--- src/rtl/mult_pkg.sv ---
// Shared types and constants for the iterative shift-add multiplier.
// Holds the FSM state encoding, the legal WIDTH range and a counter-width helper.
package mult_pkg;

  typedef enum logic [1:0] {
    IDLE = 2'd0,
    RUN  = 2'd1,
    DONE = 2'd2
  } state_t;

  localparam int MIN_WIDTH = 2;
  localparam int MAX_WIDTH = 32;

  // The iteration counter only has to reach WIDTH-1, so $clog2(WIDTH) bits suffice.
  function automatic int cnt_width(input int w);
    return (w < 2) ? 1 : $clog2(w);
  endfunction

endpackage

--- src/rtl/seq_array_multiplier_cond_negate.sv ---
// Conditional two's-complement negation: y = neg ? -x : x.
// The same block is used for operand magnitudes and for the product sign fix-up.
module cond_negate #(
  parameter int N = 8
) (
  input  logic         neg,
  input  logic [N-1:0] x,
  output logic [N-1:0] y
);

  assign y = neg ? -x : x;

endmodule

--- src/rtl/seq_array_multiplier.sv ---
// Iterative shift-add multiplier with a valid/ready handshake on both sides.
// Signed products are formed from operand magnitudes, and the sign is fixed up on the last iteration.
module seq_array_multiplier
  import mult_pkg::*;
#(
  parameter int WIDTH = 8
) (
  input  logic               clk,
  input  logic               rst_n,
  input  logic               in_valid,
  output logic               in_ready,
  input  logic [WIDTH-1:0]   a,
  input  logic [WIDTH-1:0]   b,
  input  logic               signed_mode,
  output logic               out_valid,
  input  logic               out_ready,
  output logic [2*WIDTH-1:0] p,
  output logic               busy
);

  localparam int CW = cnt_width(WIDTH);

  if (WIDTH < MIN_WIDTH || WIDTH > MAX_WIDTH) begin : g_width_check
    $error("seq_array_multiplier: WIDTH must lie in 2..32");
  end

  state_t             state;
  logic [2*WIDTH-1:0] mcand;
  logic [WIDTH-1:0]   mplier;
  logic [2*WIDTH-1:0] acc;
  logic [CW-1:0]      cnt;
  logic               neg;

  logic [WIDTH-1:0]   a_mag;
  logic [WIDTH-1:0]   b_mag;
  logic [2*WIDTH-1:0] add_term;
  logic [2*WIDTH-1:0] acc_next;
  logic [2*WIDTH-1:0] acc_fix;

  // A WIDTH-bit unsigned register holds |-2^(WIDTH-1)| exactly, so no extra magnitude bit is needed.
  cond_negate #(.N(WIDTH)) u_abs_a (
    .neg (signed_mode & a[WIDTH-1]),
    .x   (a),
    .y   (a_mag)
  );

  cond_negate #(.N(WIDTH)) u_abs_b (
    .neg (signed_mode & b[WIDTH-1]),
    .x   (b),
    .y   (b_mag)
  );

  always_comb begin
    add_term = '0;
    if (mplier[0]) begin
      add_term = mcand << cnt;
    end
    acc_next = acc + add_term;
  end

  cond_negate #(.N(2*WIDTH)) u_fixup (
    .neg (neg),
    .x   (acc_next),
    .y   (acc_fix)
  );

  always_ff @(posedge clk) begin
    if (!rst_n) begin
      state  <= IDLE;
      mcand  <= '0;
      mplier <= '0;
      acc    <= '0;
      cnt    <= '0;
      neg    <= 1'b0;
      p      <= '0;
    end else begin
      case (state)
        IDLE: begin
          if (in_valid) begin
            mcand  <= {{WIDTH{1'b0}}, a_mag};
            mplier <= b_mag;
            neg    <= signed_mode & (a[WIDTH-1] ^ b[WIDTH-1]);
            acc    <= '0;
            cnt    <= '0;
            state  <= RUN;
          end
        end
        RUN: begin
          acc    <= acc_next;
          mplier <= mplier >> 1;
          cnt    <= cnt + CW'(1);
          if (cnt == CW'(WIDTH - 1)) begin
            p     <= acc_fix;
            state <= DONE;
          end
        end
        DONE: begin
          if (out_ready) begin
            state <= IDLE;
          end
        end
        default: state <= IDLE;
      endcase
    end
  end

  assign in_ready  = (state == IDLE);
  assign out_valid = (state == DONE);
  assign busy      = (state != IDLE);

endmodule
--- config.mk ---
export PLATFORM = sky130hd
export DESIGN_NAME = seq_array_multiplier
export DESIGN_NICKNAME = d
export VERILOG_FILES = /design/src/rtl/mult_pkg.sv /design/src/rtl/seq_array_multiplier_cond_negate.sv /design/src/rtl/seq_array_multiplier.sv
export SDC_FILE = /design/constraint.sdc
export NUM_CORES = 1
export LEC_CHECK = 0
export CORE_MARGIN = 2
export CORE_UTILIZATION = 53
export CTS_BUF_LIST = sky130_fd_sc_hd__clkbuf_8
export CTS_CLUSTER_SIZE = 12
export DETAILED_ROUTE_END_ITERATION = 6
export HOLD_SLACK_MARGIN = 0.12
export PLACE_DENSITY = 0.78
export SLEW_MARGIN = 20
export SYNTH_ARGS = -nofsm -noshare
export SYNTH_HDL_FRONTEND = slang
export SYNTH_SLANG_ARGS = --single-unit
--- constraint.sdc ---
create_clock -name clk -period 3.82 [get_ports clk]
set_input_delay 0.382 -clock clk [delete_from_list [all_inputs] [get_ports clk]]
set_output_delay 0.382 -clock clk [all_outputs]
set_load 0.02 [all_outputs]
Yosys cells after proc, flatten, opt, wreduce, memory -nomap -nowiden
Cells that the tools add are included.
{"block": "totals", "wordCells": 44, "reg_bits": 54, "input_bits": 21, "output_inout_bits": 19}
{"block": "classes", "add_sub_neg": 5, "n_reduce_logical": 7, "bitwise_logic": 4, "n_mux": 14, "eq_ne": 6, "n_shift": 1}
{"operator": "two-way mux 16 bit", "n": 3}
{"operator": "one-hot mux 16 bit (2 select lines)", "n": 1}
{"operator": "two-way mux 8 bit", "n": 3}
{"operator": "adder 16 bit", "n": 1}
{"operator": "negator 16 bit", "n": 1}
{"operator": "negator 8 bit", "n": 2}
{"operator": "one-hot mux 8 bit (2 select lines)", "n": 1}
{"operator": "left shift 8 x 3 -> 16 bit", "n": 1}
{"operator": "two-way mux 2 bit", "n": 3}
{"operator": "one-hot mux 2 bit (3 select lines)", "n": 1}
{"operator": "one-hot mux 3 bit (2 select lines)", "n": 1}
{"operator": "AND reduction 2 bit", "n": 3}
{"operator": "inequality test 2 bit, second input constant", "n": 2}
{"operator": "nonzero test 2 bit", "n": 2}
{"operator": "adder 3 x 1 -> 3 bit, second input constant", "n": 1}
{"operator": "bitwise AND 1 bit", "n": 3}
{"operator": "equality test 3 bit, second input constant", "n": 1}
{"operator": "two-way mux 3 bit", "n": 1}
{"operator": "AND reduction 3 bit", "n": 1}
{"operator": "equality test 2 x 1 -> 1 bit, second input constant", "n": 1}
{"operator": "equality test 2 bit, second input constant", "n": 1}
{"operator": "zero test 2 bit", "n": 1}
{"operator": "inequality test 2 x 1 -> 1 bit, second input constant", "n": 1}
{"operator": "XOR 1 bit", "n": 1}

Longest topological paths before layout
{"block": "depth", "ltp_word": 5, "depth_mapped": 16, "depth_no_buf": 14}

Modules after synthesis
A second synthesis with hierarchy kept.
{"block": "unflattened", "cells_unflattened": 501, "hier_area_um2": 3943.8}
{"mod": "seq_array_multiplier", "cells_per_inst": 412, "instances": 1, "area_each_um2": 3248.1, "seq_area_each_um2": 1081.0}
{"mod": "cond_negate at u_fixup", "cells_per_inst": 47, "instances": 1, "area_each_um2": 352.8, "seq_area_each_um2": 0.0}
{"mod": "cond_negate at u_abs_a ...", "cells_per_inst": 21, "instances": 2, "area_each_um2": 171.4, "seq_area_each_um2": 0.0}

Worst setup path before layout
No wires, ideal clock.
{"block": "synth_path", "kind": "register -> register", "startpoint": "register cnt[1]", "endpoint": "register p[14]", "required_time_ns": 3.694, "path_slack_ns": 0.176, "arrival_ns": 3.518, "path_stages_with_launch": 17, "period_less_slack_ns": 3.644, "setup_ns": 0.126, "path_cell_list": "dfxtp_1 -> clkbuf_1 -> clkbuf_1 -> mux2i_1 -> a21oi_1 -> a21oi_1 -> nor2b_1 -> ha_1 -> buf_6 -> a21o_4 -> or4b_1 -> o311ai_0 -> o32ai_1 -> nand4bb_4 -> nor4_1 -> mux2i_1 -> o31ai_2"}
{"block": "synth_between", "elab_chain_cells": 5, "word_cells_on_any_way": 7, "cone_classes": "add/sub: 2; eq/ne: 1; shift: 1; mux: 2; reduce/logical: 1"}
{"element": "from (decl)", "line": "seq_array_multiplier.sv:31", "rtl": "logic [CW-1:0] cnt;"}
{"element": "from (signal assigned)", "line": "seq_array_multiplier.sv:91", "rtl": "cnt <= cnt + CW'(1);"}
{"element": "left shift 8 x 3 -> 16 bit", "line": "seq_array_multiplier.sv:56", "rtl": "add_term = mcand << cnt;"}
{"element": "two-way mux 16 bit", "line": "seq_array_multiplier.sv:55", "rtl": "if (mplier[0]) begin"}
{"element": "adder 16 bit", "line": "seq_array_multiplier.sv:58", "rtl": "acc_next = acc + add_term;"}
{"element": "negator 16 bit", "line": "seq_array_multiplier_cond_negate.sv:11", "rtl": "assign y = neg ? -x : x;"}
{"element": "two-way mux 16 bit", "line": "seq_array_multiplier_cond_negate.sv:11"}
{"element": "to (signal assigned)", "line": "seq_array_multiplier.sv:93", "rtl": "p <= acc_fix;"}
{"element": "to (decl)", "line": "seq_array_multiplier.sv:17", "rtl": "output logic [2*WIDTH-1:0] p,"}
Several ways; a longest one is shown, not always the timed one.
A chain may end at the register's enable or synchronous reset.

Worst setup path in the final report
Ends and elaborated chain as after synthesis.

==> impl_metrics.py <==
metrics = {
    "placed_design": {
        "port-buffer-count": 39,
        "dp_hpwl_mm": 6.907,
        "place_ws_ns": 0.1756,
        "gp_congestion": 0.9170,
    },
    "layout": {
        "nNetsFinal": 568,
        "diodes": 0,
        "nFillCells": 619,
        "area_growth_pct": 17.13,
        "drive_gt1_share_pct": 9.488,
    },
    "worst_setup_path": {
        "required_ns": 4.02,
        "cp_data_arrival_time_ns": 3.76,
        "crit_fanout": 8,
        "start_kind": "flip-flop",
        "end_kind": "flip-flop",
        "r2r_start": "cnt[1]$_SDFFE_PN0P_",
        "rrSetupSlack_ns": 0.26,
        "critPathKind": "reg -> reg",
        "r2r_end": "p[14]$_SDFFE_PN0P_",
        "reg2reg_depth": 15,
    },
    "synth": {
        "syn-cell-area_sq_mm": 0.003806,
        "syn_avg_cell_area_sq_um": 7.736,
        "synth_ff_type": "dfxtp_1",
        "synth_top_area_share_pct": 28.40,
        "syn_nets": 534,
        "synth_cells": 492,
        "yosysWarnings": 0,
        "synth_seq_area_share_pct": 28.40,
        "ys_async_sr_fraction_pct": 0,
        "synth-edff-count": 0,
        "ys_seq_elements": 54,
        "synth_top_area_cell": "dfxtp_1",
        "yosysUniqueCellTypes": 63,
        "synth.area.top_cells": "dfxtp_1 28%, a21oi_1 6.6%, ha_1 6.6%",
    },
    "route": {
        "drcViolationCount": 0,
        "ant_nets": 0,
        "num_vias": 3651,
        "first_pass_iters": 5,
        "wire_per_inst_um": 14.56,
        "vias_per_cell": 5.860,
        "drt_wl_total_mm": 9.073,
        "first_iter_violations": 249,
    },
    "floorplanning": {
        "fp.dieH_um": 88.75,
        "initial_core_util_pct": 55.41,
        "rows": 30,
        "io_pins": 40,
        "placeableCoreArea_sq_mm": 0.006869,
        "dieArea_sq_mm": 0.007876,
        "die_w_um": 88.75,
    },
    "clock_tree": {
        "cts_setup_buffers": 0,
        "cts_tree": "yes",
        "cts_buffer_depth": 2,
        "cts.htree.levels": 2,
        "cts_buffers": 5,
        "clk_latency_ns": 0.32,
        "cts-root-buf": "clkbuf_8",
        "cts_num_sinks": 54,
        "clk_pin_slew_ns": 0.11,
        "cts_hold_buf": 0,
        "cts_resized": 0,
    },
    "worst_hold_path": {
        "hold_class": "reg -> reg",
        "hold_path_depth": 2,
        "worstHoldEndpoint": "p[0]$_SDFFE_PN0P_",
        "hold_start": "p[0]$_SDFFE_PN0P_",
    },
    "power": {
        "p_leak_nw": 1.761,
        "seq_power_share_pct": 51.5,
        "switching_power_mw": 0.3524,
        "p_int_mw": 0.8061,
        "p_sw_share_pct": 30.42,
        "p_per_area_mw_per_mm2": 259.9,
        "clock_power_share_pct": 29.9,
        "vdd_drop_max_v": 0.0001557,
        "p_total_mw": 1.159,
        "combPwrFrac_pct": 18.6,
    },
    "global_routing": {
        "grt_max_degree": 39,
        "grt_pass1_wl_mm": 15.04,
        "grt_antenna_before_repair": 0,
        "grt.overflow.total": 0,
        "track_usage_pct": 24.11,
        "grt_pass1_vias": 3221,
    },
    "flow_run": {
        "cap_violations": 0,
    },
    "timing": {
        "max_slew_margin_pct": 49.99,
        "setup_slack_ns": 0.2566,
        "period_share_pct": 93.28,
        "setup_viol": 0,
        "tightestPinTransition_ns": 0.7502,
        "slew_violations": 0,
        "hold_viol": 0,
        "setup_tns_ns": 0,
        "skew_ns": 0.01401,
        "fmax_mhz": 280.6,
        "rsz0062_at_grt": "no",
        "fin_crit_ns": 3.563,
    },
    "outcome": {
        "status": "complete, no violations",
    },
}
## synth_stat cells, types with 2 or more instances
cell type,instances
a21o_1,5
mux2i_1,10
dfxtp_1,54
nor2b_1,5
a31oi_1,8
nor2_1,61
and4_1,2
nand2b_1,6
o211ai_1,4
buf_6,2
or3_1,8
o31ai_1,2
xor2_1,18
and3_2,2
nand3_1,21
nand4_1,3
a22oi_1,11
xnor2_1,10
and2_1,5
a221oi_1,3
a311oi_1,2
inv_1,13
nand3b_1,2
nand2_1,55
a211oi_2,2
a21oi_1,50
o211ai_2,2
clkbuf_1,27
o21ai_0,14
mux2_2,4
a211oi_1,14
and3_1,3
a221o_1,2
nor4_1,4
nor3_1,11
ha_1,20
## metal layers
layer	global-route usage, %	up-vias	wire [um]
met3	3.265	10	403
met5	0	-	0
met1	34.42	1714	4327
met4	6.198	0	110
met2	38.33	80	4232
li1	-	1847	-
## logic make-up (layout without fill, tap and decap cells)
kind of cell	after synthesis	in the layout	share of synthesized area, %
and+or+nand+nor	195	195	24.69
AOI/OAI and AO/OA	137	137	24.92
DFF	54	54	28.40
buffers and inverters	43	78	4.635
xor gates and xnor gates	28	28	6.443
adders and majority gates	21	21	7.101
muxes	14	14	3.813
## worst max-delay path by stage
stage / startpoint / to / cells after the start
floorplan: cnt[1]$_SDFFE_PN0P_ / p[14]$_SDFFE_PN0P_ / 16
global placement: cnt[1]$_SDFFE_PN0P_ / p[14]$_SDFFE_PN0P_ / 13
detailed placement: cnt[1]$_SDFFE_PN0P_ / p[14]$_SDFFE_PN0P_ / 15
CTS: cnt[1]$_SDFFE_PN0P_ / p[14]$_SDFFE_PN0P_ / 15
global route: cnt[1]$_SDFFE_PN0P_ / p[15]$_SDFFE_PN0P_ / 15
finish: cnt[1]$_SDFFE_PN0P_ / p[14]$_SDFFE_PN0P_ / 15
## metrics by stage
stage | hold WS [ns] | utilization, % | area, sq um | std cells
2_1_floorplan | 0.4316 | - | 3806 | 492
3_3_place_gp | 0.4374 | 62.90 | 4320 | 615
3_5_place_dp | 0.4494 | 62.90 | 4320 | 615
4_1_cts | 0.4658 | 64.32 | 4418 | 623
5_1_grt | 0.4856 | 64.90 | 4458 | 623
6_report | 0.4615 | 64.90 | 4458 | 623
## registers in the layout (all words and copies together) (netlist names)
register	flops
mcand	8
state	2
neg	1
p	16
acc	16
mplier	8
cnt	3
## power groups by stage
stage / Clock (mW) / Combinational (mW) / Sequential (mW)
after floorplan: 0 / 0.145 / 0.600
after detailed placement: 0 / 0.211 / 0.608
final: 0.346 / 0.216 / 0.596
after CTS: 0.357 / 0.212 / 0.596
after global routing: 0.379 / 0.238 / 0.599
after global placement: 0 / 0.207 / 0.608
## layout by cell type (no fill, tap or decap), types with 8 or more instances in the layout
cell type and instances:
a211oi_1 14, inv_1 13, xnor2_1 9, ha_1 20
clkdlybuf4s50_1 39, a31oi_1 8, nor2_1 61, dfxtp_1 52
o21ai_0 14, or3_1 8, nor3_1 11, mux2i_1 9
a21oi_1 48, xor2_1 18, a22oi_1 11, nand2_1 55
buf_4 17, nand3_1 21
## critical path, cell delays in order, from the launching register on
cell and delay (ns):
dfxtp_2 0.37, buf_4 0.17, mux2i_1 0.24, nand2_1 0.07
o21ai_0 0.10, o21ai_0 0.10, and2_1 0.16, ha_1 0.34
a21oi_2 0.20, o21ai_2 0.13, a311o_1 0.44, a311oi_4 0.40
nand4bb_4 0.18, nor4_2 0.20, mux2i_1 0.26, o31ai_2 0.08
## layout make-up
| cell class | count | area (sq um) | area share (%) |
|---|---|---|---|
| Sequential cell | 54 | 1084 | 24.31 |
| Clock buffer | 5 | 68.82 | 1.544 |
| Timing Repair Buffer | 56 | 518.0 | 11.62 |
| Multi-Input combinational cell | 395 | 2586 | 58.01 |
| Inverter | 14 | 52.55 | 1.179 |
| Clock inverter | 3 | 28.78 | 0.6455 |
| Tap cell | 96 | 120.1 | 2.694 |
No activity file was read; power rests on OpenSTA's default activity.
